<file path="src/rtl/rv32i_pkg.sv">
// Shared RV32I fetch-side definitions: data width, the NOP used to fill
// empty decode slots, and the entry format carried from fetch to decode.
package rv32i_pkg;

    localparam int XLEN = 32;

    // addi x0,x0,0
    localparam logic [XLEN-1:0] NOP_INSTR = 32'h0000_0013;

    typedef struct packed {
        logic [XLEN-1:0] instr;
        logic [XLEN-1:0] pc;
        logic [XLEN-1:0] pc4;
        logic            misalign;
    } fetch_entry_t;

endpackage

</file>
<file path="src/rtl/fetch_fifo.sv">
// Small power-of-two FIFO holding fetched instructions for decode.
// Flush empties it in one edge. Push and pop may coincide at any occupancy,
// including full, because the producer only pushes when it holds a credit.
module fetch_fifo
    import rv32i_pkg::*;
#(
    parameter int  DEPTH   = 2,
    parameter type entry_t = fetch_entry_t
) (
    input  logic                     clk_i,
    input  logic                     rst_ni,
    input  logic                     push_i,
    input  logic                     pop_i,
    input  logic                     flush_i,
    input  entry_t                   push_data_i,
    output entry_t                   head_o,
    output logic                     full_o,
    output logic                     empty_o,
    output logic [$clog2(DEPTH):0]   count_o
);

    localparam int PW = $clog2(DEPTH);

    entry_t          r_mem [DEPTH];
    logic [PW-1:0]   r_wrPtr;
    logic [PW-1:0]   r_rdPtr;
    logic [PW:0]     r_count;

    // Pointer and occupancy bookkeeping; flush wins over push/pop
    always_ff @(posedge clk_i or negedge rst_ni) begin
        if (!rst_ni) begin
            r_wrPtr <= '0;
            r_rdPtr <= '0;
            r_count <= '0;
        end else if (flush_i) begin
            r_wrPtr <= '0;
            r_rdPtr <= '0;
            r_count <= '0;
        end else begin
            if (push_i) r_wrPtr <= r_wrPtr + 1'b1;
            if (pop_i)  r_rdPtr <= r_rdPtr + 1'b1;
            case ({push_i, pop_i})
                2'b10:   r_count <= r_count + 1'b1;
                2'b01:   r_count <= r_count - 1'b1;
                default: r_count <= r_count;
            endcase
        end
    end

    // Storage array; contents need no reset since empty gates every read
    always_ff @(posedge clk_i) begin
        if (push_i && !flush_i) r_mem[r_wrPtr] <= push_data_i;
    end

    assign head_o  = r_mem[r_rdPtr];
    assign count_o = r_count;
    assign full_o  = (r_count == (PW+1)'(DEPTH));
    assign empty_o = (r_count == '0);

    // A push into a full queue without a matching pop would lose data
    assert property (@(posedge clk_i) disable iff (!rst_ni)
                     !(push_i && !pop_i && !flush_i && full_o));

endmodule

</file>
<file path="src/rtl/if_fetch_queue.sv">
// Fetch stage back end: issues one imem read per cycle while credit exists,
// captures the 1-cycle-latency response into a queue for decode, stalls the
// PC when out of credit and drops all queued/in-flight work on a redirect.
// XLEN and NOP_INSTR come from rv32i_pkg.
module if_fetch_queue
    import rv32i_pkg::*;
#(
    parameter int DEPTH = 2
) (
    input  logic            clk_i,
    input  logic            rst_ni,
    input  logic [XLEN-1:0] pc_i,
    input  logic [XLEN-1:0] pc4_i,
    input  logic            redirect_i,
    output logic            pc_stall_o,
    output logic            imem_req_o,
    output logic [XLEN-1:0] imem_addr_o,
    input  logic [XLEN-1:0] imem_rdata_i,
    output logic            id_valid_o,
    input  logic            id_ready_i,
    output logic [XLEN-1:0] id_instr_o,
    output logic [XLEN-1:0] id_pc_o,
    output logic [XLEN-1:0] id_pc4_o,
    output logic            id_misalign_o
);

    localparam int CW = $clog2(DEPTH) + 1;

    logic            w_pop;
    logic            w_push;
    logic            w_issue;
    logic            w_full;
    logic            w_empty;
    logic [CW-1:0]   w_count;
    logic [CW-1:0]   w_space;
    fetch_entry_t    w_head;
    fetch_entry_t    w_pushData;

    logic            r_inflight;
    logic            r_kill;
    logic [XLEN-1:0] r_reqPc;
    logic [XLEN-1:0] r_reqPc4;
    logic            r_reqMis;
    logic [XLEN-1:0] r_holdPc;
    logic [XLEN-1:0] r_holdPc4;

    // Credit: free slots minus the outstanding request, plus the slot freed
    // by a pop this cycle. The count plus in-flight never exceeds DEPTH.
    assign w_pop   = !w_empty && id_ready_i;
    assign w_space = CW'(DEPTH) - w_count - CW'(r_inflight) + CW'(w_pop);
    assign w_issue = rst_ni && (w_space != '0) && !redirect_i;

    assign imem_req_o  = w_issue;
    assign imem_addr_o = {pc_i[XLEN-1:2], 2'b00};
    assign pc_stall_o  = !rst_ni || (!w_issue && !redirect_i);

    assign w_push     = r_inflight && !r_kill;
    assign w_pushData = '{instr: imem_rdata_i, pc: r_reqPc, pc4: r_reqPc4, misalign: r_reqMis};

    fetch_fifo #(
        .DEPTH   (DEPTH),
        .entry_t (fetch_entry_t)
    ) u_fifo (
        .clk_i       (clk_i),
        .rst_ni      (rst_ni),
        .push_i      (w_push),
        .pop_i       (w_pop),
        .flush_i     (redirect_i),
        .push_data_i (w_pushData),
        .head_o      (w_head),
        .full_o      (w_full),
        .empty_o     (w_empty),
        .count_o     (w_count)
    );

    // Outstanding request tracking; a redirect marks the next response as dead
    always_ff @(posedge clk_i or negedge rst_ni) begin
        if (!rst_ni) begin
            r_inflight <= 1'b0;
            r_kill     <= 1'b0;
            r_reqPc    <= '0;
            r_reqPc4   <= '0;
            r_reqMis   <= 1'b0;
        end else begin
            r_inflight <= w_issue;
            r_kill     <= redirect_i;
            if (w_issue) begin
                r_reqPc  <= pc_i;
                r_reqPc4 <= pc4_i;
                r_reqMis <= |pc_i[1:0];
            end
        end
    end

    // Remember the last head PC shown so it stays stable while the queue is empty
    always_ff @(posedge clk_i or negedge rst_ni) begin
        if (!rst_ni) begin
            r_holdPc  <= '0;
            r_holdPc4 <= '0;
        end else if (!w_empty) begin
            r_holdPc  <= w_head.pc;
            r_holdPc4 <= w_head.pc4;
        end
    end

    assign id_valid_o    = !w_empty;
    assign id_instr_o    = w_empty ? NOP_INSTR : w_head.instr;
    assign id_pc_o       = w_empty ? r_holdPc  : w_head.pc;
    assign id_pc4_o      = w_empty ? r_holdPc4 : w_head.pc4;
    assign id_misalign_o = !w_empty && w_head.misalign;

    // A full queue may only accept a new request when the head leaves this cycle
    assert property (@(posedge clk_i) disable iff (!rst_ni)
                     w_full |-> (!w_issue || w_pop));

endmodule

</file>
<file path="config.mk">
export PLATFORM = sky130hd
export DESIGN_NAME = if_fetch_queue
export DESIGN_NICKNAME = d
export VERILOG_FILES = /design/src/rtl/rv32i_pkg.sv /design/src/rtl/fetch_fifo.sv /design/src/rtl/if_fetch_queue.sv
export SDC_FILE = /design/constraint.sdc
export NUM_CORES = 1
export LEC_CHECK = 0
export CAP_MARGIN = 20
export CORE_UTILIZATION = 33
export CTS_CLUSTER_SIZE = 10
export DETAILED_ROUTE_END_ITERATION = 12
export PLACE_DENSITY = 0.56
export SYNTH_ARGS = -nofsm -noshare
export SYNTH_HDL_FRONTEND = slang
export SYNTH_SLANG_ARGS = --single-unit
</file>
<file path="constraint.sdc">
create_clock -name clk_i -period 5.7 [get_ports clk_i]
set_clock_uncertainty 0.1 [all_clocks]
set_input_delay 1.71 -clock clk_i [delete_from_list [all_inputs] [get_ports clk_i]]
set_output_delay 1.71 -clock clk_i [all_outputs]
set_load 0.05 [all_outputs]
</file>
-- Yosys cells after proc, flatten, opt, wreduce, memory -nomap -nowiden
Memories as Yosys holds them, arrays and structs flattened.
Index checks and enable logic that the tools add are counted.
W data, S select, Z words.
- bits in writable memories: 194
- latch bits: 0
- flip-flop bits (word level): 135
- ROM bits: 0
- input port bits: 100
- memories kept: 1
- logic and storage cells: 50
- output and inout port bits: 132
- order comparisons: 0
- $mul: 0
- muxes and demuxes: 11
- div/mod/pow operators: 0
- eq/ne operators: 2
- $add $sub $neg: 7
- bitwise logic cells: 0
- shifts and indexed selects: 0
- reduce and logical (&&, ||, !) cells: 19
- memory list (memory ; depth ; bits a word ; read ports ; clocked after memory_dff ; write ports ; RTL line ; text):
    u_fifo.r_mem ; 2 ; 97 ; 1 ; 0 ; 1 ; fetch_fifo.sv:24 ; entry_t r_mem [DEPTH];
- operators with widths (kind ; number):
    $mux W32 ; 3
    $logic_and A1 B1 Y1 ; 7
    $mux W1 ; 6
    $reduce_bool A2 Y1 ; 3
    $logic_not A1 Y1 ; 5
    $pmux W2 S2 ; 1
    $reduce_bool A3 Y1 ; 1
    $add A1 B1 Y1 const B ; 2
    $add A2 B1 Y2 ; 1
    $add A2 B1 Y2 const B ; 1
    $eq A2 B1 Y1 const B ; 1
    $eq A2 B2 Y1 const B ; 1
    $logic_not A2 Y1 ; 1
    $mux W2 ; 1
    $reduce_or A2 Y1 ; 1
    $sub A2 B1 Y2 ; 1
    $sub A2 B1 Y2 const B ; 1
    $sub A2 B2 Y2 const A ; 1
    $logic_or A1 B1 Y1 ; 1

-- Longest topological paths before layout
- word-level depth: 10
- depth in mapped cells: 7
- gate-level depth less buffers: 5

-- Cells and area by module
Synthesis repeated with hierarchy kept, for this count alone.
- cells, all modules: 678
- area total of the unflattened synthesis: 12802.3 sq um
- modules (own cells, without submodules) (module ; seq. area each (sq um) ; cells each ; times used ; area each (sq um)):
    fetch_fifo ; 5925.7 ; 323 ; 1 ; 7282.0
    if_fetch_queue ; 3278.1 ; 355 ; 1 ; 5520.3

-- Worst setup path before layout
No wires, ideal clock.
- path type: input port to flip-flop
- start point: input redirect_i
- end point: memory u_fifo.r_mem[0][0] (netlist bit), enable pin
- path buffers: 0
- stages: 2
- data arrival time: 6065 ps
- required time: 5047 ps
- setup slack: -1018 ps
- cells stage by stage: or2_2 -> nor2_1
- word-level cells in the longest chain between the ends: 4
- ends and longest elaborated chain (element ; RTL line ; text):
    from (decl) ; if_fetch_queue.sv:14 ; input logic redirect_i,
    $logic_not A1 Y1 ; fetch_fifo.sv:52 ; if (push_i && !flush_i) r_mem[r_wrPtr] <= push_data_i;
    $logic_and A1 B1 Y1 ; fetch_fifo.sv:52 ;
    $mux W1 ; fetch_fifo.sv:52 ;
    $mux W1 (not written as such) ; fetch_fifo.sv:52 ;
    to (decl) ; fetch_fifo.sv:24 ;
Every way passes these cells.

-- Final worst setup path
- start point: input id_ready_i
- end point: output pc_stall_o
- word-level cells in the longest chain between the ends: 8
- ends and longest elaborated chain (element ; RTL line ; text):
    from (decl) ; if_fetch_queue.sv:20 ; input logic id_ready_i,
    $logic_and A1 B1 Y1 ; if_fetch_queue.sv:49 ; assign w_pop = !w_empty && id_ready_i;
    $add A2 B1 Y2 ; if_fetch_queue.sv:50 ; assign w_space = CW'(DEPTH) - w_count - CW'(r_inflight) + CW'(w_pop);
    $reduce_bool A2 Y1 ; if_fetch_queue.sv:51 ; assign w_issue = rst_ni && (w_space != '0) && !redirect_i;
    $logic_and A1 B1 Y1 (2 in a row) ; if_fetch_queue.sv:51 ;
    $logic_not A1 Y1 ; if_fetch_queue.sv:55 ; assign pc_stall_o = !rst_ni || (!w_issue && !redirect_i);
    $logic_and A1 B1 Y1 ; if_fetch_queue.sv:55 ;
    $logic_or A1 B1 Y1 ; if_fetch_queue.sv:55 ;
    to (decl) ; if_fetch_queue.sv:15 ; output logic pc_stall_o,
Every way passes these cells.

==> flow_summary.ini <==
[status]
status = completed

[hold_path]
worstHoldStart = r_reqPc[3]
hold_depth = 0
min_to = u_fifo.r_mem[0][36]
hold_class = flop to flop

[synth]
ys_ff_latch = 329
avgSynthCellArea_um2 = 16.5
syn_area_um2 = 12300
yosys_warnings = 0
ys_seq_area_share_pct = 74.6
synth_cell_types = 27
syn_inst = 747

[cts]
cts-resized-gates = 0
clk_path_buf_depth = 3
cts_buffers = 40
htreeDepth = 2
cts_setup_buffers = 0
clock-root-buffer = clkbuf_16
tritoncts = built
clock_latency_ps = 510
cts_sinks = 329
clk_pin_slew_ps = 50
cts_hold_buf = 0

[worst_setup_path]
setup.worst_path.class = input pin to output pin
r2r_start = u_fifo.count_o[0]
worstRegToRegCells = 6
reg2reg_slack_ps = 2210
crit_arrival_ps = 3750
start_kind = input pin
critPathRequiredTime_ps = 3890
cp-end-kind = output pin
r2r_end = r_reqPc[31]
cp_max_fo = 5

[global_route]
gr-total-overflow = 0
antenna_found_initial = 1
grt_pass1_wl_mm = 39.9
grt_use_total_pct = 13.5
grt_max_degree = 113
grt_pass1_vias = 6956

[power]
power.total_w = 0.00660
cellPowerDensity_nw_per_um2 = 407
ir_drop_mv = 0.240
leakage_nw = 5.91

[timing]
setup_viol = 0
slew-limit-headroom_pct = 39.7
setup_slack_ps = 141
fin_crit_sh_pct = 97.5
rsz0062_at_grt = false
max_freq_mhz = 180
setup-tns-final_ps = 0
final.min_clock_period_ps = 5560
slew_violations = 0
holdWs_ps = 357
tightest_slew_ps = 905
hold_viol_final = 0

[flow_run]
max_cap_violations = 0

[layout]
area_growth_pct = 31.5
layout.cells.most_common = clkdlybuf4s50_1
nets = 1067
nFillCells = 3307
post-route-util_pct = 44.2
mostFrequentLayoutCells = clkdlybuf4s50_1 (226), edfxtp_1 (194), dfrtp_1 (134)
drive_above_1_share_pct = 13.5

[floorplan]
fp-row-count = 70
start_util_pct = 33.6
die_h_um = 195
die_area_um2 = 38200
die_x_um = 195
coreArea_um2 = 36700
io_pins = 232

[placement]
pre_cts_slack_ps = 142
gp_congestion = 0.697
numPortBuffers = 229
hpwlAfterDp_mm = 15.0

[drt]
drt_iter0_markers = 282
vias = 6612
ant_nets = 0
first_pass_iters = 4
wirelength_mm = 25.6
drc = 0
vias_per_cell = 4.51
wl_per_cell_um = 17.4
-- critical path, stage by stage --
cell and delay [ps]:
clkdlybuf4s50_1 530, o21ai_0 190, fa_1 440, xor2_1 280
nand2_1 120, o21ai_0 300, buf_12 180
-- state kept, by name, indices dropped and copies added (netlist names) --
register,count
u_fifo.r_mem,194
r_holdPc4,32
r_holdPc,32
r_reqPc4,32
r_reqPc,32
u_fifo.count_o,2
r_inflight,1
r_kill,1
r_reqMis,1
u_fifo.r_rdPtr,1
u_fifo.r_wrPtr,1
-- worst max path at each step --
stage               slack, ps  cells after the start  startpoint                  to
floorplan               -1020                      2  redirect_i  u_fifo.r_mem[0][0]
global placement          140                      7  id_ready_i          pc_stall_o
detailed placement        140                      7  id_ready_i          pc_stall_o
CTS                       140                      7  id_ready_i          pc_stall_o
global route               10                      7  id_ready_i          pc_stall_o
finish                    140                      7  id_ready_i          pc_stall_o
-- report_power, final --
group	leakage, nW	total, W	internal [W]	switching [W]
combinational	1.95	0.00134	0.000492	0.000852
sequential	3.39	0.00295	0.00283	0.000116
clock	0.567	0.00230	0.00139	0.000918
-- cell type report --
type / instances / area [um2] / share of cell area (%)
tap: 468 / 586 / 3.61
multi-input combinational: 350 / 2750 / 16.9
inverter: 2 / 7.51 / 0.0463
clock inverter: 6 / 65.1 / 0.401
clock buffer: 67 / 1120 / 6.92
sequential: 329 / 9210 / 56.7
timing repair buffer: 243 / 2490 / 15.3
antenna: 1 / 2.50 / 0.0154
-- synth_stat cells --
| library cell | count | share of area, % |
|---|---|---|
| edfxtp_1 | 194 | 47 |
| dfrtp_1 | 135 | 27 |
| mux2i_1 | 99 | 8.0 |
| nand2_1 | 69 | 2.1 |
| o21ai_0 | 66 | 2.7 |
| mux2_4 | 40 | 4.9 |
| nor2_1 | 35 | 1.1 |
| buf_4 | 32 | 1.9 |
| mux2_2 | 24 | 2.2 |
| clkbuf_1 | 14 | 0.43 |
| buf_2 | 12 | 0.49 |
| buf_6 | 5 | 0.46 |
| buf_1 | 4 | 0.12 |
| nand2b_1 | 3 | 0.15 |
| inv_1 | 2 | 0.061 |
| xor2_1 | 2 | 0.14 |
| a21boi_0 | 1 | 0.061 |
| a21oi_1 | 1 | 0.041 |
| a2bb2oi_1 | 1 | 0.071 |
| a31oi_1 | 1 | 0.051 |
| conb_1 | 1 | 0.030 |
| fa_1 | 1 | 0.16 |
| nor3_1 | 1 | 0.041 |
| nor3b_1 | 1 | 0.061 |
| o221a_2 | 1 | 0.091 |
| or2_2 | 1 | 0.051 |
| xnor2_1 | 1 | 0.071 |
-- logic make-up after synthesis --
logic type,synth area share (%)
other,0.0304
AND/OR/NAND/NOR,3.47
XOR/XNOR,0.213
flip-flops,74.6
buffers and inverters,3.50
adder cells (fa/ha/maj),0.162
multiplexers,15.1
AO/OA/AOI/OAI,2.99
-- through the flow --
step / instances / instance area, um2
finish: 1466 / 16200
global placement: 1391 / 15000
global route: 1465 / 16200
detailed placement: 1391 / 15000
CTS: 1464 / 16200
floorplan: 748 / 12300
-- per-layer routing --
metal  global-route usage (%)  vias up  share of wire (%)
met5                        0        -                  0
met4                     3.76        0                1.9
met3                     3.30       35                5.5
met2                     22.6      175                 49
met1                     17.4     3283                 44
li1                         -     3119                  -
(Power assumes the default switching activity.)
